$ cat src/rtl/video_stream_switch.sv
`default_nettype none
// ============================================================================
// Module   : video_stream_switch
// Purpose  : Frame-aligned N:1 video stream switch with a registered output
//            stage. Optional macro VIDEO_SWITCH_BLANK_EN emits black beats
//            while re-aligning to a new source.
// Revision : 1.0 - initial release
// ============================================================================

package video_stream_switch_pkg;
   typedef struct packed {
      logic sof;
      logic eol;
      logic eof;
   } vga_fc_t;
endpackage

module video_stream_switch
   import video_stream_switch_pkg::*;
#(
   parameter int RGB_SIZE    = 12,
   parameter int NUM_SRC     = 4,
   parameter int DEFAULT_SEL = 0
) (
   input  logic                               clk,
   input  logic                               rst,
   input  logic [NUM_SRC-1:0]                 src_vld,
   output logic [NUM_SRC-1:0]                 src_rdy,
   input  vga_fc_t [NUM_SRC-1:0]              src_fc,
   input  logic [NUM_SRC-1:0][RGB_SIZE-1:0]   src_rgb,
   input  logic                               snk_rdy,
   output logic                               snk_vld,
   output vga_fc_t                            snk_fc,
   output logic [RGB_SIZE-1:0]                snk_rgb,
   input  logic                               sel_req_vld,
   input  logic [$clog2(NUM_SRC)-1:0]         sel_req,
   output logic [$clog2(NUM_SRC)-1:0]         cur_sel,
   output logic                               switch_busy
);

   localparam int                 c_sel_w       = $clog2(NUM_SRC);
   localparam logic [c_sel_w:0]   c_num_src     = (c_sel_w+1)'(NUM_SRC);
   localparam logic [c_sel_w-1:0] c_default_sel = c_sel_w'(DEFAULT_SEL);

   typedef enum logic [0:0] {
      ST_ALIGN = 1'b0,
      ST_RUN   = 1'b1
   } state_t;

   state_t               r_state;
   state_t               w_state_nxt;
   logic [c_sel_w-1:0]   r_cur_sel;
   logic [c_sel_w-1:0]   w_cur_sel_nxt;
   logic                 r_pending;
   logic                 w_pending_nxt;
   logic [c_sel_w-1:0]   r_pending_sel;
   logic [c_sel_w-1:0]   w_pending_sel_nxt;

   logic                 r_snk_vld;
   vga_fc_t              r_snk_fc;
   logic [RGB_SIZE-1:0]  r_snk_rgb;

   logic                 w_out_ready;
   logic                 w_cur_vld;
   logic                 w_cur_sof;
   vga_fc_t              w_cur_fc;
   logic [RGB_SIZE-1:0]  w_cur_rgb;
   logic                 w_cur_rdy;
   logic                 w_fwd;
   vga_fc_t              w_fwd_fc;
   logic [RGB_SIZE-1:0]  w_fwd_rgb;
   logic                 w_req_ok;

   assign w_out_ready = ~r_snk_vld | snk_rdy;
   assign w_cur_vld   = src_vld[r_cur_sel];
   assign w_cur_fc    = src_fc[r_cur_sel];
   assign w_cur_rgb   = src_rgb[r_cur_sel];
   assign w_cur_sof   = w_cur_fc.sof;

   // Re-requesting the live source while nothing is queued would force a needless realign.
   assign w_req_ok = sel_req_vld
                   & ({1'b0, sel_req} < c_num_src)
                   & ~((r_state == ST_RUN) & ~r_pending & (sel_req == r_cur_sel));

   always_comb begin
      w_state_nxt       = r_state;
      w_cur_sel_nxt     = r_cur_sel;
      w_pending_nxt     = r_pending;
      w_pending_sel_nxt = r_pending_sel;
      w_cur_rdy         = 1'b1;
      w_fwd             = 1'b0;
      w_fwd_fc          = w_cur_fc;
      w_fwd_rgb         = w_cur_rgb;

      case (r_state)
         ST_RUN: begin
            if (r_pending & w_cur_vld & w_cur_sof) begin
               // Hold back the old source's next sof; it is drained once deselected.
               w_cur_rdy     = 1'b0;
               w_cur_sel_nxt = r_pending_sel;
               w_pending_nxt = 1'b0;
               w_state_nxt   = ST_ALIGN;
            end else begin
               w_cur_rdy = w_out_ready;
               w_fwd     = w_cur_vld & w_out_ready;
            end
         end
         default: begin
            if (r_pending) begin
               w_cur_sel_nxt = r_pending_sel;
               w_pending_nxt = 1'b0;
            end else begin
`ifdef VIDEO_SWITCH_BLANK_EN
               w_cur_rdy = w_out_ready;
               w_fwd     = w_cur_vld & w_out_ready;
               if (!w_cur_sof) begin
                  w_fwd_rgb = '0;
               end
`else
               w_cur_rdy = w_cur_sof ? w_out_ready : 1'b1;
               w_fwd     = w_cur_vld & w_cur_sof & w_out_ready;
`endif
               if (w_cur_vld & w_cur_sof & w_out_ready) begin
                  w_state_nxt = ST_RUN;
               end
            end
         end
      endcase

      // A fresh strobe always survives a switch that consumes the older request.
      if (w_req_ok) begin
         w_pending_nxt     = 1'b1;
         w_pending_sel_nxt = sel_req;
      end
   end

   always_ff @(posedge clk or negedge rst) begin
      if (!rst) begin
         r_state       <= ST_ALIGN;
         r_cur_sel     <= c_default_sel;
         r_pending     <= 1'b0;
         r_pending_sel <= '0;
      end else begin
         r_state       <= w_state_nxt;
         r_cur_sel     <= w_cur_sel_nxt;
         r_pending     <= w_pending_nxt;
         r_pending_sel <= w_pending_sel_nxt;
      end
   end

   always_ff @(posedge clk or negedge rst) begin
      if (!rst) begin
         r_snk_vld <= 1'b0;
         r_snk_fc  <= '0;
         r_snk_rgb <= '0;
      end else if (w_fwd) begin
         r_snk_vld <= 1'b1;
         r_snk_fc  <= w_fwd_fc;
         r_snk_rgb <= w_fwd_rgb;
      end else if (snk_rdy) begin
         r_snk_vld <= 1'b0;
      end
   end

   generate
      for (genvar gi = 0; gi < NUM_SRC; gi++) begin : g_src_rdy
         assign src_rdy[gi] = (r_cur_sel == c_sel_w'(gi)) ? w_cur_rdy : 1'b1;
      end
   endgenerate

   assign snk_vld     = r_snk_vld;
   assign snk_fc      = r_snk_fc;
   assign snk_rgb     = r_snk_rgb;
   assign cur_sel     = r_cur_sel;
   assign switch_busy = r_pending | (r_state == ST_ALIGN);

endmodule
`default_nettype wire

$ cat config.mk
export PLATFORM = sky130hd
export DESIGN_NAME = video_stream_switch
export DESIGN_NICKNAME = d
export VERILOG_FILES = /design/src/rtl/video_stream_switch.sv
export SDC_FILE = /design/constraint.sdc
export NUM_CORES = 1
export LEC_CHECK = 0
export CORE_MARGIN = 1.5
export CORE_UTILIZATION = 35
export DETAILED_ROUTE_END_ITERATION = 16
export GPL_TIMING_DRIVEN = 0
export MAX_ROUTING_LAYER = met4
export PLACE_DENSITY = 0.87
export SYNTH_ARGS = -nofsm -noshare
export SYNTH_HDL_FRONTEND = slang
export SYNTH_SLANG_ARGS = --single-unit
$ cat constraint.sdc
create_clock -name clk -period 2.9 [get_ports clk]
set_clock_uncertainty 0.1 [all_clocks]
set_input_delay 0.435 -clock clk [delete_from_list [all_inputs] [get_ports clk]]
set_output_delay 0.435 -clock clk [all_outputs]
set_load 0.03 [all_outputs]
== After elaboration in Yosys (flattened, before gate mapping) ==
Cells that the tools add are included.
Operators by class
  bitwise logic cells: 14
  muxes and demuxes: 29
  add/sub/neg operators: 0
  $lt $le $gt $ge: 1
  reductions and logical operators: 4
  shifts and indexed selects: 0
  multipliers: 0
  equality and inequality tests: 6
  divide/modulo/power cells: 0
Operators by type and width (count)
  $bmux 12 s2: 1
  $mux 1: 21
  $mux 12: 1
  $and 1x1->1: 8
  $bmux 3 s2: 1
  $mux 2: 3
  $eq 2x2->1 const B: 2
  $not 1->1: 4
  $reduce_bool 2->1: 2
  $lt 2x3->1 const B: 1
  $mux 3: 1
  $ne 3x1->1 const B: 1
  $bmux 1 s2: 1
  $eq 2x1->1 const B: 1
  $eq 2x2->1: 1
  $logic_not 2->1: 1
  $ne 2x1->1 const B: 1
  $or 1x1->1: 2
  $reduce_and 2->1: 1
Storage, ports and cells
  ROM bits: 0
  memory bits (writable): 0
  register bits: 22
  bits in latches: 0
  memories: 0

== Longest topological paths before layout ==
  depth in word-level cells: 7
  depth in mapped cells: 6
  gate-level depth less buffers: 4

== Least setup slack after synthesis ==
Ideal clock, no wire load.
  path type: flip-flop to flip-flop
  from: register r_cur_sel[0], in the netlist cur_sel[0]
  to: register r_snk_rgb[0], in the netlist snk_rgb[0]
  buffers on the path: 2
  cell stages (with the launch flop): 7
  slack: 0.597 ns
  data arrival time: 2.078 ns
  library setup time: 0.125 ns
  cells stage by stage: dfrtp_1 mux4_2 mux2i_1 and3_1 buf_6 buf_8 mux2_4
Between the ends
  longest elaborated chain between the ends: 6
  elaborated cells on any way between the ends: 14
  those cells by class: 9 x mux; 5 x bitwise
RTL lines
  from (decl): RTL line 52  | logic [c_sel_w-1:0] r_cur_sel;
  from (signal assigned): RTL line 140  | r_cur_sel <= c_default_sel;
  from (signal assigned): RTL line 145  | r_cur_sel <= w_cur_sel_nxt;
  $bmux 1 s2 / $bmux 3 s2 (equally long branches): RTL line 75, 76
  $mux 1 (implied by the code) / $mux 3 (equally long branches): RTL line 75, 76
  $and 1x1->1, on equally long branches (2 in a row): RTL line 121, 97
  $mux 1, on equally long branches: RTL line 109, 97
  $mux 1: RTL line 95  | case (r_state)
  to (signal assigned): RTL line 159  | r_snk_rgb <= w_fwd_rgb;
  to (decl): RTL line 61  | logic [RGB_SIZE-1:0] r_snk_rgb;
Several ways; a longest one is shown, not always the timed one. The select of a mux whose other input is x is not followed.
A chain may end at the register's enable or synchronous reset.

== Worst setup path in the final report ==
  from: input src_fc[8] in the netlist's numbering
  to: output src_rdy[1]
Between the ends
  longest elaborated chain between the ends: 6
  elaborated cells on any way between the ends: 8
  those cells by class: 7 x mux; 1 x bitwise
RTL lines
  from (decl): RTL line 29  | input vga_fc_t [NUM_SRC-1:0] src_fc,
  $bmux 3 s2 *: RTL line 76  | assign w_cur_fc = src_fc[r_cur_sel];
  $mux 3 (implied by the code) *: RTL line 76
  $mux 1 / $and 1x1->1 (equally long branches): RTL line 120, 97
  $mux 1, on equally long branches: RTL line 109, 97
  $mux 1 *: RTL line 95
  $mux 1 *: RTL line 167  | assign src_rdy[gi] = (r_cur_sel == c_sel_w'(gi)) ? w_cur_rdy : 1'b1;
  to (decl): RTL line 28  | output logic [NUM_SRC-1:0] src_rdy,
Mark *: on every way between the ends. The rest lies on a longest branch, timed or not. The select of a mux whose other input is x is not followed.

==> impl_metrics.prom <==
# TYPE chip_impl_metric gauge
chip_impl_metric{name="grt_overflow_total",unit=""} 0
chip_impl_metric{name="worst_ep_arrival_time",unit="ns"} 2.24
chip_impl_info{name="cts_tree",value="done"} 1
chip_impl_metric{name="numClockSinks",unit=""} 22
chip_impl_metric{name="critical-path-max-stage-delay",unit="ns"} 0.53
chip_impl_metric{name="maxCapViolCount",unit=""} 0
chip_impl_metric{name="post_synth.cell_area_avg",unit="um2"} 15.3
chip_impl_metric{name="cts_resized",unit=""} 5
chip_impl_metric{name="finish.net_count",unit=""} 255
chip_impl_metric{name="synth_seq_cells",unit=""} 22
chip_impl_info{name="holdCritPathClass",value="reg2reg"} 1
chip_impl_metric{name="worstSkewPairLatency",unit="ns"} 0.26
chip_impl_info{name="synth_area_leaders",value="sky130_fd_sc_hd__dfrtp_1 (41%), sky130_fd_sc_hd__mux4_2 (27%), sky130_fd_sc_hd__mux2_4 (10%)"} 1
chip_impl_info{name="result_of_the_run",value="finished clean"} 1
chip_impl_metric{name="dp_cells",unit=""} 228
chip_impl_info{name="worstReg2RegStart",value="cur_sel[0]$_DFFE_PN0P_"} 1
chip_impl_metric{name="drc_errors",unit=""} 0
chip_impl_metric{name="vias_in_the_first_global_route",unit=""} 1307
chip_impl_metric{name="floorplan.die.height",unit="um"} 64.9
chip_impl_metric{name="fin_worst_hold_slack",unit="ns"} 0.391
chip_impl_metric{name="floorplan.die_area",unit="um2"} 4220
chip_impl_metric{name="synthSimpleGateAreaFrac",unit=""} 0.0457
chip_impl_metric{name="num_vias",unit=""} 1157
chip_impl_info{name="slowest_cell_on_the_critical_path",value="sky130_fd_sc_hd__mux4_2"} 1
chip_impl_info{name="crit_path_cell_trace",value="clkdlybuf4s50_1 > mux4_2 > a21oi_1 > o22ai_1 > nand3b_1 > dlygate4sd2_1"} 1
chip_impl_metric{name="hold_viol",unit=""} 0
chip_impl_metric{name="antenna_violations_before_repair",unit=""} 0
chip_impl_metric{name="final_layout_size_suffix_gt1_frac",unit=""} 0.179
chip_impl_info{name="primary_flip_flop_cell_chosen_by_synthesis_mapping",value="sky130_fd_sc_hd__dfrtp_1"} 1
chip_impl_metric{name="post_drt_wl_per_cell",unit="um"} 16.8
chip_impl_metric{name="fin_tns_setup",unit="ns"} 0
chip_impl_metric{name="critPathMaxFanout",unit=""} 4
chip_impl_metric{name="synth_enable_flop_cells",unit=""} 0
chip_impl_metric{name="instances_no_fill",unit=""} 232
chip_impl_metric{name="min_period_over_period",unit=""} 0.958
chip_impl_metric{name="portion_of_synthesized_cell_area_occupied_by_the_leading_cell_type",unit=""} 0.410
chip_impl_metric{name="vias_per_cell",unit=""} 4.99
chip_impl_metric{name="std_cell_rows",unit=""} 22
chip_impl_metric{name="fin_ws",unit="ns"} 0.122
chip_impl_metric{name="syn_area",unit="um2"} 1340
chip_impl_info{name="synthMostInstantiatedCell",value="sky130_fd_sc_hd__dfrtp_1"} 1
chip_impl_metric{name="io_pins",unit=""} 93
chip_impl_metric{name="antenna_cell_count",unit=""} 0
chip_impl_metric{name="synthToLayoutAreaGrowth",unit="%"} 76.9
chip_impl_metric{name="netlist-cell-type-count",unit=""} 25
chip_impl_metric{name="multi_input_gate_area_in_the_final_layout",unit="um2"} 738
chip_impl_info{name="cts_root_buf",value="sky130_fd_sc_hd__clkbuf_8"} 1
chip_impl_metric{name="grt_max_degree",unit=""} 23
chip_impl_info{name="crit_family",value="buffers and inverters"} 1
chip_impl_metric{name="synth.area.mux_share",unit=""} 0.452
chip_impl_metric{name="ant_nets",unit=""} 0
chip_impl_metric{name="synth-async-reset-ratio",unit=""} 1.00
chip_impl_metric{name="ctsHtreeMaxLevel",unit=""} 1
chip_impl_metric{name="clockBufferDepth",unit=""} 2
chip_impl_metric{name="syn_inst",unit=""} 88
chip_impl_metric{name="total_of_endpoints_with_negative_setup_slack_in_the_final_report",unit=""} 0
chip_impl_metric{name="power_per_cell_area",unit="nW/um2"} 997
chip_impl_metric{name="power",unit="uW"} 2370
chip_impl_metric{name="fmax",unit="MHz"} 360
chip_impl_info{name="rsz0062_at_grt",value="no"} 1
chip_impl_metric{name="cp.buffers_inverters",unit=""} 2
chip_impl_metric{name="synth_warnings",unit=""} 0
chip_impl_metric{name="cts_setup_buffers",unit=""} 0
chip_impl_metric{name="place_ws",unit="ns"} -0.155
chip_impl_metric{name="post_synthesis_share_of_cell_area_spent_on_xor_and_xnor_gates",unit=""} 0.0130
chip_impl_metric{name="detailed_place_hpwl",unit="um"} 3180
chip_impl_info{name="crit_path_start",value="src_fc[8]"} 1
chip_impl_metric{name="grt_util_all_layers",unit=""} 0.197
chip_impl_metric{name="firstDrtPassIters",unit=""} 5
chip_impl_info{name="largest_family_of_logic_cells_by_synthesized_area",value="multiplexers"} 1
chip_impl_metric{name="synth-compound-area-share",unit=""} 0.0391
chip_impl_info{name="cp_launch_type",value="primary input"} 1
chip_impl_metric{name="die_width",unit="um"} 64.9
chip_impl_metric{name="wire_length_of_the_first_global_routing_pass",unit="um"} 6040
chip_impl_metric{name="timing.final.max_slew_violations",unit=""} 0
chip_impl_metric{name="sequential_fraction_of_the_synthesis_area",unit=""} 0.410
chip_impl_metric{name="cts.hold.buffers_added",unit=""} 0
chip_impl_info{name="hold_path_startpoint",value="snk_rgb[8]$_DFFE_PN0P_"} 1
chip_impl_metric{name="layout.filler_cells",unit=""} 280
chip_impl_metric{name="clk_transition_reported_paths",unit="ns"} 0.08
chip_impl_metric{name="worst_ir_drop_vdd",unit="mV"} 0.563
chip_impl_metric{name="timing.final.crit_period",unit="ns"} 2.78
chip_impl_info{name="largest_area_contributor_in_the_synthesized_netlist",value="sky130_fd_sc_hd__dfrtp_1"} 1
chip_impl_metric{name="area.sequential",unit="um2"} 551
chip_impl_metric{name="net_count_of_the_mapped_netlist",unit=""} 158
chip_impl_info{name="timing.critical_path.to_type",value="output pin"} 1
chip_impl_metric{name="initial_core_util",unit=""} 0.367
chip_impl_metric{name="tightest_slew",unit="ns"} 1.02
chip_impl_metric{name="detail_route.iter0.violations",unit=""} 16
chip_impl_metric{name="adder_and_majority_cell_fraction_of_the_synthesized_area",unit=""} 0
chip_impl_metric{name="cts_buffers",unit=""} 3
chip_impl_metric{name="port-buffer-count",unit=""} 92
chip_impl_metric{name="data_required_time_at_the_worst_endpoint",unit="ns"} 2.37
chip_impl_metric{name="routabilityCongestion",unit=""} 0.733
chip_impl_info{name="synth_common_cells",value="sky130_fd_sc_hd__dfrtp_1 (22), sky130_fd_sc_hd__mux4_2 (16), sky130_fd_sc_hd__mux2_1 (9), sky130_fd_sc_hd__mux2_4 (9), sky130_fd_sc_hd__nand2_1 (5)"} 1
chip_impl_metric{name="core_area",unit="um2"} 3660
chip_impl_metric{name="max-slew-margin-rel",unit=""} 0.316
chip_impl_metric{name="routed_wl",unit="um"} 3890
chip_impl_metric{name="leakagePower",unit="uW"} 0.000944
chip_impl_info{name="crit_type",value="in2out"} 1
-- flip-flops by register name (all words and copies together), names as in the netlist --
register / cells
cur_sel: 2
r_pending_sel: 2
snk_rgb: 12
r_pending: 1
snk_fc: 3
snk_vld: 1
r_state: 1
-- kinds of logic after synthesis --
group | after synthesis
muxes | 35
DFF | 22
and+or+nand+nor | 12
buffers and inverters | 9
AOI/OAI and AO/OA | 8
xor gates and xnor gates | 2
-- layer usage --
layer / part of all wire / global-route usage / vias to the layer above / wire length, um
met5: 0 / - / - / 0
met4: 0.0085 / 0.0399 / 0 / 33
met3: 0.052 / 0.0417 / 4 / 201
met2: 0.57 / 0.375 / 55 / 2210
met1: 0.37 / 0.210 / 567 / 1440
li1: - / - / 531 / -
-- power breakdown --
group	total, uW	switching, uW	internal, uW
clock network	216	95.3	121
logic	1580	742	837
registers	573	112	462
-- cell type report --
| class | count | share of cell area |
|---|---|---|
| Timing Repair Buffer | 92 | 0.386 |
| Multi-Input combinational cell | 57 | 0.311 |
| Sequential cell | 22 | 0.232 |
| Tap cell | 48 | 0.0253 |
| Clock buffer | 4 | 0.0232 |
| Buffer | 6 | 0.0184 |
| Inverter | 3 | 0.00474 |
-- placed cells by master, fill, tap and decap left out, types with 2 or more instances in the layout --
master / count
sky130_fd_sc_hd__mux2_1: 9
sky130_fd_sc_hd__xor2_1: 2
sky130_fd_sc_hd__clkdlybuf4s50_1: 88
sky130_fd_sc_hd__mux4_2: 16
sky130_fd_sc_hd__buf_2: 2
sky130_fd_sc_hd__inv_1: 3
sky130_fd_sc_hd__dlygate4sd2_1: 4
sky130_fd_sc_hd__nand3b_1: 2
sky130_fd_sc_hd__clkbuf_1: 2
sky130_fd_sc_hd__clkbuf_8: 4
sky130_fd_sc_hd__mux2_4: 9
sky130_fd_sc_hd__nand2_1: 5
sky130_fd_sc_hd__dfrtp_1: 22
sky130_fd_sc_hd__o21ai_1: 2
sky130_fd_sc_hd__o22ai_1: 2
-- path summary, 6_finish.rpt --
path                                          endpoint  slack, ns  cells past startpoint
worst min register to register  snk_rgb[8]$_DFFE_PN0P_       0.39                      1
worst max register to register  snk_rgb[3]$_DFFE_PN0P_       0.61                      6
worst max-delay path                        src_rdy[1]       0.12                      6
max in group asynchronous       snk_rgb[6]$_DFFE_PN0P_       1.45                      1
worst min-delay path            snk_rgb[8]$_DFFE_PN0P_       0.39                      1
min in group asynchronous        snk_fc[0]$_DFFE_PN0P_       0.63                      1
-- through the flow --
step | instance area, um2 | utilization
6_report | 2370 | 0.649
5_1_grt | 2370 | 0.649
4_1_cts | 2370 | 0.649
3_5_place_dp | 2320 | 0.635
3_3_place_gp | 2320 | 0.635
2_1_floorplan | 1340 | -
Note: power is estimated with default switching activity, not from simulation.
